File: config.mk
export PLATFORM = sky130hd
export DESIGN_NAME = alu32
export DESIGN_NICKNAME = d
export VERILOG_FILES = /design/src/rtl/alu32_pkg.sv /design/src/rtl/alu32_divmod.sv /design/src/rtl/alu32.sv
export SDC_FILE = /design/constraint.sdc
export NUM_CORES = 2
export LEC_CHECK = 0
export CORE_ASPECT_RATIO = 1.1
export CORE_MARGIN = 5
export CORE_UTILIZATION = 29
export CTS_CLUSTER_DIAMETER = 50
export DETAILED_ROUTE_END_ITERATION = 8
export GPL_TIMING_DRIVEN = 0
export MAX_ROUTING_LAYER = met4
export SLEW_MARGIN = 20
export SYNTH_ARGS = -nofsm -noshare
export SYNTH_HDL_FRONTEND = slang
export SYNTH_HIERARCHICAL = 1
export SYNTH_SLANG_ARGS = --single-unit
File: constraint.sdc
create_clock -name clk -period 122.9 [get_ports clk]
set_clock_uncertainty 0.2 [all_clocks]
set_input_delay 24.58 -clock clk [delete_from_list [all_inputs] [get_ports clk]]
set_output_delay 24.58 -clock clk [all_outputs]
set_load 0.01 [all_outputs]
File: src/rtl/alu32_pkg.sv
// Shared definitions for the alu32 execution unit: opcode encodings and the
// signed data word type.
package alu32_pkg;

   localparam int WORD_WIDTH = 32;
   localparam int OP_COUNT   = 16;

   typedef logic signed [WORD_WIDTH-1:0] word_t;

   localparam logic [3:0] OP_ADD = 4'd0;
   localparam logic [3:0] OP_SUB = 4'd1;
   localparam logic [3:0] OP_MUL = 4'd2;
   localparam logic [3:0] OP_DIV = 4'd3;
   localparam logic [3:0] OP_MOD = 4'd4;
   localparam logic [3:0] OP_AND = 4'd5;
   localparam logic [3:0] OP_OR  = 4'd6;
   localparam logic [3:0] OP_XOR = 4'd7;
   localparam logic [3:0] OP_SHL = 4'd8;
   localparam logic [3:0] OP_SRA = 4'd9;
   localparam logic [3:0] OP_SRL = 4'd10;
   localparam logic [3:0] OP_SLT = 4'd11;
   localparam logic [3:0] OP_EQ  = 4'd12;
   localparam logic [3:0] OP_MIN = 4'd13;
   localparam logic [3:0] OP_MAX = 4'd14;
   localparam logic [3:0] OP_NOT = 4'd15;

endpackage

File: src/rtl/alu32_divmod.sv
// Combinational signed divide/remainder. The quotient truncates toward zero,
// the remainder takes the dividend's sign, and a zero divisor yields zero.
module alu32_divmod
   import alu32_pkg::*;
#(
   parameter int WIDTH = WORD_WIDTH
) (
   input  logic signed [WIDTH-1:0] dividend,
   input  logic signed [WIDTH-1:0] divisor,
   output logic signed [WIDTH-1:0] quotient,
   output logic signed [WIDTH-1:0] remainder
);

   logic             a_neg;
   logic             b_neg;
   logic [WIDTH-1:0] mag_a;
   logic [WIDTH-1:0] mag_b;
   logic [WIDTH-1:0] mag_q;
   logic [WIDTH-1:0] mag_r;

   // Dividing magnitudes as unsigned values makes -2^31 / -1 wrap
   // naturally to -2^31 with a zero remainder, without any special case.
   always_comb begin
      a_neg = dividend[WIDTH-1];
      b_neg = divisor[WIDTH-1];
      mag_a = a_neg ? $unsigned(-dividend) : $unsigned(dividend);
      mag_b = b_neg ? $unsigned(-divisor) : $unsigned(divisor);
      mag_q = '0;
      mag_r = '0;
      if (mag_b != '0) begin
         mag_q = mag_a / mag_b;
         mag_r = mag_a % mag_b;
      end
      quotient  = (a_neg ^ b_neg) ? -$signed(mag_q) : $signed(mag_q);
      remainder = a_neg ? -$signed(mag_r) : $signed(mag_r);
   end

endmodule

File: src/rtl/alu32.sv
// 32-bit signed ALU: a combinational opcode mux feeding a single result
// register, so each operation appears on result_y one cycle after it is issued.
module alu32
   import alu32_pkg::*;
#(
   parameter int WIDTH     = 32,
   parameter int SEL_WIDTH = 32
) (
   input  logic                        clk,
   input  logic                        rst,
   input  logic signed [WIDTH-1:0]     data_a,
   input  logic signed [WIDTH-1:0]     data_b,
   input  logic        [SEL_WIDTH-1:0] select,
   output logic signed [WIDTH-1:0]     result_y
);

   localparam int SHW = $clog2(WIDTH);

   logic signed [WIDTH-1:0] quotient;
   logic signed [WIDTH-1:0] remainder;
   logic        [SHW-1:0]   shamt;
   logic                    a_lt_b;
   logic signed [WIDTH-1:0] result_d;
   logic signed [WIDTH-1:0] result_q;

   alu32_divmod #(
      .WIDTH (WIDTH)
   ) u_divmod (
      .dividend  (data_a),
      .divisor   (data_b),
      .quotient  (quotient),
      .remainder (remainder)
   );

   // Any select bit above the 16-entry opcode space forces a zero result.
   always_comb begin
      shamt    = data_b[SHW-1:0];
      a_lt_b   = data_a < data_b;
      result_d = '0;
      if (select[SEL_WIDTH-1:4] == '0) begin
         case (select[3:0])
            OP_ADD:  result_d = data_a + data_b;
            OP_SUB:  result_d = data_a - data_b;
            OP_MUL:  result_d = data_a * data_b;
            OP_DIV:  result_d = quotient;
            OP_MOD:  result_d = remainder;
            OP_AND:  result_d = data_a & data_b;
            OP_OR:   result_d = data_a | data_b;
            OP_XOR:  result_d = data_a ^ data_b;
            OP_SHL:  result_d = data_a << shamt;
            OP_SRA:  result_d = data_a >>> shamt;
            OP_SRL:  result_d = $signed($unsigned(data_a) >> shamt);
            OP_SLT:  result_d = {{(WIDTH-1){1'b0}}, a_lt_b};
            OP_EQ:   result_d = {{(WIDTH-1){1'b0}}, data_a == data_b};
            OP_MIN:  result_d = a_lt_b ? data_a : data_b;
            OP_MAX:  result_d = a_lt_b ? data_b : data_a;
            OP_NOT:  result_d = ~data_a;
            default: result_d = '0;
         endcase
      end
   end

   always_ff @(posedge clk) begin
      if (rst) begin
         result_q <= '0;
      end else begin
         result_q <= result_d;
      end
   end

   assign result_y = result_q;

endmodule

# Word-level counts from Yosys, hierarchy flattened
# Index checks and enable logic that the tools add are counted.
dict set report word_totals {
  register_bits 32
  input_bits 98
  output_inout_bits 32
  word_cells 49
}
dict set report op_classes {
  addsub 6
  multipliers 1
  div 2
  order_cmp 1
  eq_ne 16
  n_shift 3
  n_mux 9
  n_bitwise 6
  n_reduce_logical 4
}
# cell n
set ops {}
lappend ops {{one-hot mux 32 bit (16 select lines)} 1}
lappend ops {{two-way mux 32 bit} 8}
lappend ops {{negator 32 bit} 4}
lappend ops {{adder 32 bit} 1}
lappend ops {{AND 32 bit} 1}
lappend ops {{divider 32 x 32 -> 32 bit} 1}
lappend ops {{== test 32 bit} 1}
lappend ops {{== test 4 bit, second input constant} 8}
lappend ops {{less-than comparator 32 bit} 1}
lappend ops {{remainder unit 32 x 32 -> 32 bit} 1}
lappend ops {{multiplier 32 x 32 -> 32 bit} 1}
lappend ops {{inverter 32 bit} 1}
lappend ops {{OR 32 bit} 1}
lappend ops {{nonzero test 32 bit} 1}
lappend ops {{left shift 32 x 5 -> 32 bit} 1}
lappend ops {{right shift 32 x 5 -> 32 bit} 1}
lappend ops {{>>> shifter 32 x 5 -> 32 bit} 1}
lappend ops {{subtractor 32 bit} 1}
lappend ops {{bitwise XOR 32 bit} 1}
lappend ops {{zero test 28 bit} 1}
lappend ops {{== test 4 x 3 -> 1 bit, second input constant} 4}
lappend ops {{== test 4 x 2 -> 1 bit, second input constant} 2}
lappend ops {{== test 4 x 1 -> 1 bit, second input constant} 1}
lappend ops {{zero test 4 bit} 1}
lappend ops {{3 further kinds} 3}

# Longest topological paths before layout
dict set report logic_depth {
  depth_word 7
  mapped_depth 401
  ltp_nobuf 368
}

# Modules after synthesis
# Netlist, hierarchy kept.
# mod instances cells_each area_each_um2 seq_area_each_um2
set modules_own_cells {}
lappend modules_own_cells {alu32_divmod 1 5485 35820.6 0.0}
lappend modules_own_cells {alu32 1 3366 26056.2 640.6}

# Least setup slack after synthesis
# OpenSTA, ideal clock, no wires.
dict set report synth_timing {
  path_type {in2reg}
  start {input data_b[0]}
  end {register result_q[22] (netlist: result_y[22])}
  setup_ns 0.133
  arrival_time_ns 104.528
  required_ns 122.567
  path_slack_ns 18.040
  cell_stages 368
  path_buffers 69
  cell_sequence {inv_1 -> ha_1 -> nor3b_1 -> a31oi_1 -> xnor2_1 -> nand4_1 -> nor2_1 -> nand3_1 -> nor2_1 -> a21oi_1 -> a311oi_1 -> ha_1 -> o21a_1 -> o21ai_0 -> a31oi_1 -> nor4_1 -> nor2_1 -> ha_1 -> (+332 left out) -> clkbuf_1 -> nand2b_1 -> buf_2 -> clkinv_1 -> a2bb2oi_1 -> nand2_1 -> o2bb2ai_2 -> nand4_1 -> a2111oi_2 -> nand3_1 -> nand2b_1 -> o21ai_0 -> xor2_1 -> a221oi_1 -> nand2_1 -> or4_1 -> a221oi_1 -> a31oi_1}
}
dict set report synth_via {
  elab_chain_len 7
  word_cells_on_any_way 21
  classes_between {5 x add/sub; 1 x mul; 2 x div; 1 x order compare; 3 x shift; 8 x mux; 1 x reduce/logical}
}
# element line
set synth_lines {}
lappend synth_lines {{from (decl)} alu32.sv:12} ;# input logic signed [WIDTH-1:0] data_b,
lappend synth_lines {{negator 32 bit} alu32_divmod.sv:27} ;# mag_b = b_neg ? $unsigned(-divisor) : $unsigned(divisor);
lappend synth_lines {{two-way mux 32 bit *} alu32_divmod.sv:27}
lappend synth_lines {{remainder unit 32 x 32 -> 32 bit or nonzero test 32 bit (tied branches)} {alu32_divmod.sv:32, alu32_divmod.sv:30}}
lappend synth_lines {{two-way mux 32 bit *} alu32_divmod.sv:30} ;# if (mag_b != '0) begin
lappend synth_lines {{negator 32 bit} alu32_divmod.sv:35} ;# remainder = a_neg ? -$signed(mag_r) : $signed(mag_r);
lappend synth_lines {{two-way mux 32 bit *} alu32_divmod.sv:35}
lappend synth_lines {{net remainder[22]} alu32.sv:20} ;# logic signed [WIDTH-1:0] remainder;
lappend synth_lines {{one-hot mux 32 bit (16 select lines) *} alu32.sv:41} ;# case (select[3:0])
lappend synth_lines {{to (signal assigned)} alu32.sv:67} ;# result_q <= result_d;
lappend synth_lines {{to (decl)} alu32.sv:24} ;# logic signed [WIDTH-1:0] result_q;
# Mark *: on every way through the listed nets, which the timed path passes. The rest lies on a longest branch.
# A chain may end at the register's enable or synchronous reset.

# Final worst setup path
dict set report layout_timing {
  start {input data_b[0]}
  end {register result_q[27] (netlist: result_y[27])}
}
# Same word-level chain as after synthesis.

==> impl_metrics.ini <==
[global_route]
grt-ovfl-total = 0
grt_pass1_wl_um = 548000
grt_pass1_vias = 71611
grt_max_degree = 34
antenna_found_initial = 30
grt_use_total = 0.351

[yosys]
synth_nets = 10143
ys_top_cells_by_area = ha_1 (16%), fa_1 (13%), nor2_1 (6.8%)
synth_cell_types = 122
ys_seq_elements = 32
synth.mux.area_fraction = 0.0373
syn-cell-area_mm2 = 0.0619
ys_dominant_reg_cell = dfxtp_1
synth-xor-area-share = 0.0848
ys_seq_area_frac = 0.0104
yosys.area_share.simple = 0.232
synth_compound_area_frac = 0.267
synth_cells = 8851
synth_fa_ha_area_frac = 0.291
synth_top_area_cell = ha_1
synth_edf_count = 0
synth.most_common_cell = nor2_1
synth_top_family_by_area = adder cells
synthTopCellsByCount = nor2_1 (1113), nand2_1 (949), ha_1 (783)
synth_warnings = 6
avgSynthCellArea_um2 = 6.99
synth_top_area_frac = 0.158
async_reset_ff_frac = 0

[die]
die_y_um = 494
die_area_mm2 = 0.223
pin_count = 130
start_util = 0.292
die_x_um = 450
core_region_area_mm2 = 0.212
rows = 177

[pwr]
power_switching_share = 0.636
power_density_mw_per_mm2 = 28.5
ir_drop_mv = 0.0922
p_comb_frac = 0.987
sequentialPowerShare = 0.005
p_switching_mw = 1.26
internal_power_mw = 0.723
p_leak_nw = 30.7
pwr-share-clk = 0.008

[setup_path]
crit_top_cell = ha_1
worstPathRequired_ns = 122.81
worstSetupStartpoint = data_b[0]
end_kind = flip-flop
cp_max_fo = 33
slowest_stage = o21ai_0
worst_setup_path_start_kind = input port
cp.arrival_ns = 120.35
endpoint = result_y[27]
cp_slowest_stage_delay_ns = 0.67
worstSetupPathType = in -> reg

[layout]
regArea_um2 = 641
num-fill-cells = 23084
finalNonFillerCells = 11868
multiInputGateArea_mm2 = 0.0578
drive_gt1_frac = 0.0805
syn2layout_area_growth_pct = 12.4
largest_reg_flops = 32
nNetsFinal = 10364
design_area_mm2 = 0.0695

[sta]
relSlewSlack = 0.110
worstMarginPinSlew_ns = 1.33
finalSetupViolations = 0
slew_viol_final = 0
fin_crit_ns = 120.44
hold_viol_final = 0
fin_crit_sh = 0.980
setup_ws_ns = 2.46
timing.fmax_mhz = 8.30

[detailed_routing]
vias_per_cell = 6.26
drc = 0
first_pass_iters = 8
ant_nets = 0
vias = 74270
wl_per_cell_um = 33.6
initialDrtViolationCount = 8787
wl_um = 399000

[worst_hold_path]
holdCritPathClass = in -> reg

[clock_network]
clkTransAtPathRegs_ns = 0.05
clk_path_buf_depth = 2
cts_tree = done
numCtsBuffers = 5
ctsRootBufferMaster = clkbuf_16
cts_max_level = 2
clock_sinks = 32

[placed_design]
port_buffers = 129
post-dp-hpwl_um = 330000
dp_cells = 11816
place_congestion = 1.08
post-place-ws_ns = -23.73
postPlaceCellArea_mm2 = 0.0679

[flow_run]
cap_violations = 0

[run_status]
outcome = completed
[how the worst min path moves through the flow]
| stage | cells after the start | startpoint | end | slack [ns] |
|---|---|---|---|---|
| 6_report | 3 | data_b[9] | result_y[9] | 24.92 |
| 3_3_place_gp | 1 | result_y[27] | result_y[27] | 25.12 |
| 5_1_grt | 3 | data_b[14] | result_y[14] | 24.90 |
| 2_1_floorplan | 2 | data_b[12] | result_y[12] | 24.57 |
| 4_1_cts | 3 | data_b[8] | result_y[8] | 24.85 |
| 3_5_place_dp | 1 | result_y[27] | result_y[27] | 25.12 |
[repair_timing]
item                                    in CTS  in global routing
hold buffers                                 0                  0
endpoints found under the setup margin      32                 32
buffers inserted                            16                 19
gates resized for setup                    251                144
gates cloned                                 0                  0
pin swaps                                   10                 11
[stage by stage]
step	util	TNS, ns	hold slack [ns]	total power [mW]
after floorplan	-	0	24.57	1.27
after global placement	0.314	-967.39	25.12	1.88
after detailed placement	0.321	-720.57	25.12	1.90
after CTS	0.325	0	24.85	1.93
after global routing	0.328	-0.0920	24.90	2.14
final	0.328	0	24.92	1.99
[cells by family (layout without fill, tap and decap cells)]
family / after synthesis / in the layout
other cells: 0 / 21
compound gates: 2471 / 2471
simple gates: 3154 / 3154
buf+inv: 1220 / 1442
mux: 181 / 181
xor+xnor: 599 / 599
fa+ha+maj: 1194 / 1194
flops: 32 / 32
[per-layer routing]
metal,global-route usage,vias to the layer above,wire [um]
met5,-,-,0
met4,0.257,0,38200
met3,0.0541,1278,34800
met2,0.543,4649,174000
met1,0.414,36412,152000
li1,-,31931,-
[final cells by class]
cell class              count  share of cell area
multi-input cells        7599               0.831
well taps                2774              0.0499
inverters                 791              0.0432
repair buffers            226              0.0352
plain buffers             417              0.0280
flip-flops and latches     32             0.00921
clock buffers               6             0.00185
diodes                     21            0.000756
clock inverters             2            0.000504
[layout by cell type (no fill, tap or decap), types with 80 or more instances in the layout]
cell	instances
o211ai_1	88
mux2i_1	85
nand4_1	89
xor2_1	198
xnor2_1	379
a31oi_1	134
a21oi_1	568
ha_1	783
inv_1	771
fa_1	411
clkbuf_1	205
nor3_1	196
o21a_1	130
a21o_1	185
nand3_1	212
or3_1	80
clkdlybuf4s50_1	102
nor2_1	1091
o21ai_0	444
nand2_1	941
[critical path: cells and delay by family]
family	cells	cell delay, ns
and+or+nand+nor	99	24.20
muxes	2	0.75
adders and majority gates	32	10.24
buffers and inverters	66	17.35
AOI/OAI and AO/OA	163	42.64
xor gates and xnor gates	1	0.16
[power by group through the flow]
stage	Combinational [mW]	Sequential, mW	Clock, mW
2_1_floorplan	1.26	0.0106	0
3_3_place_gp	1.87	0.0106	0
3_5_place_dp	1.89	0.0106	0
4_1_cts	1.91	0.0104	0.0161
5_1_grt	2.11	0.0104	0.0162
6_report	1.96	0.0104	0.0157
(Power assumes the default switching activity.)
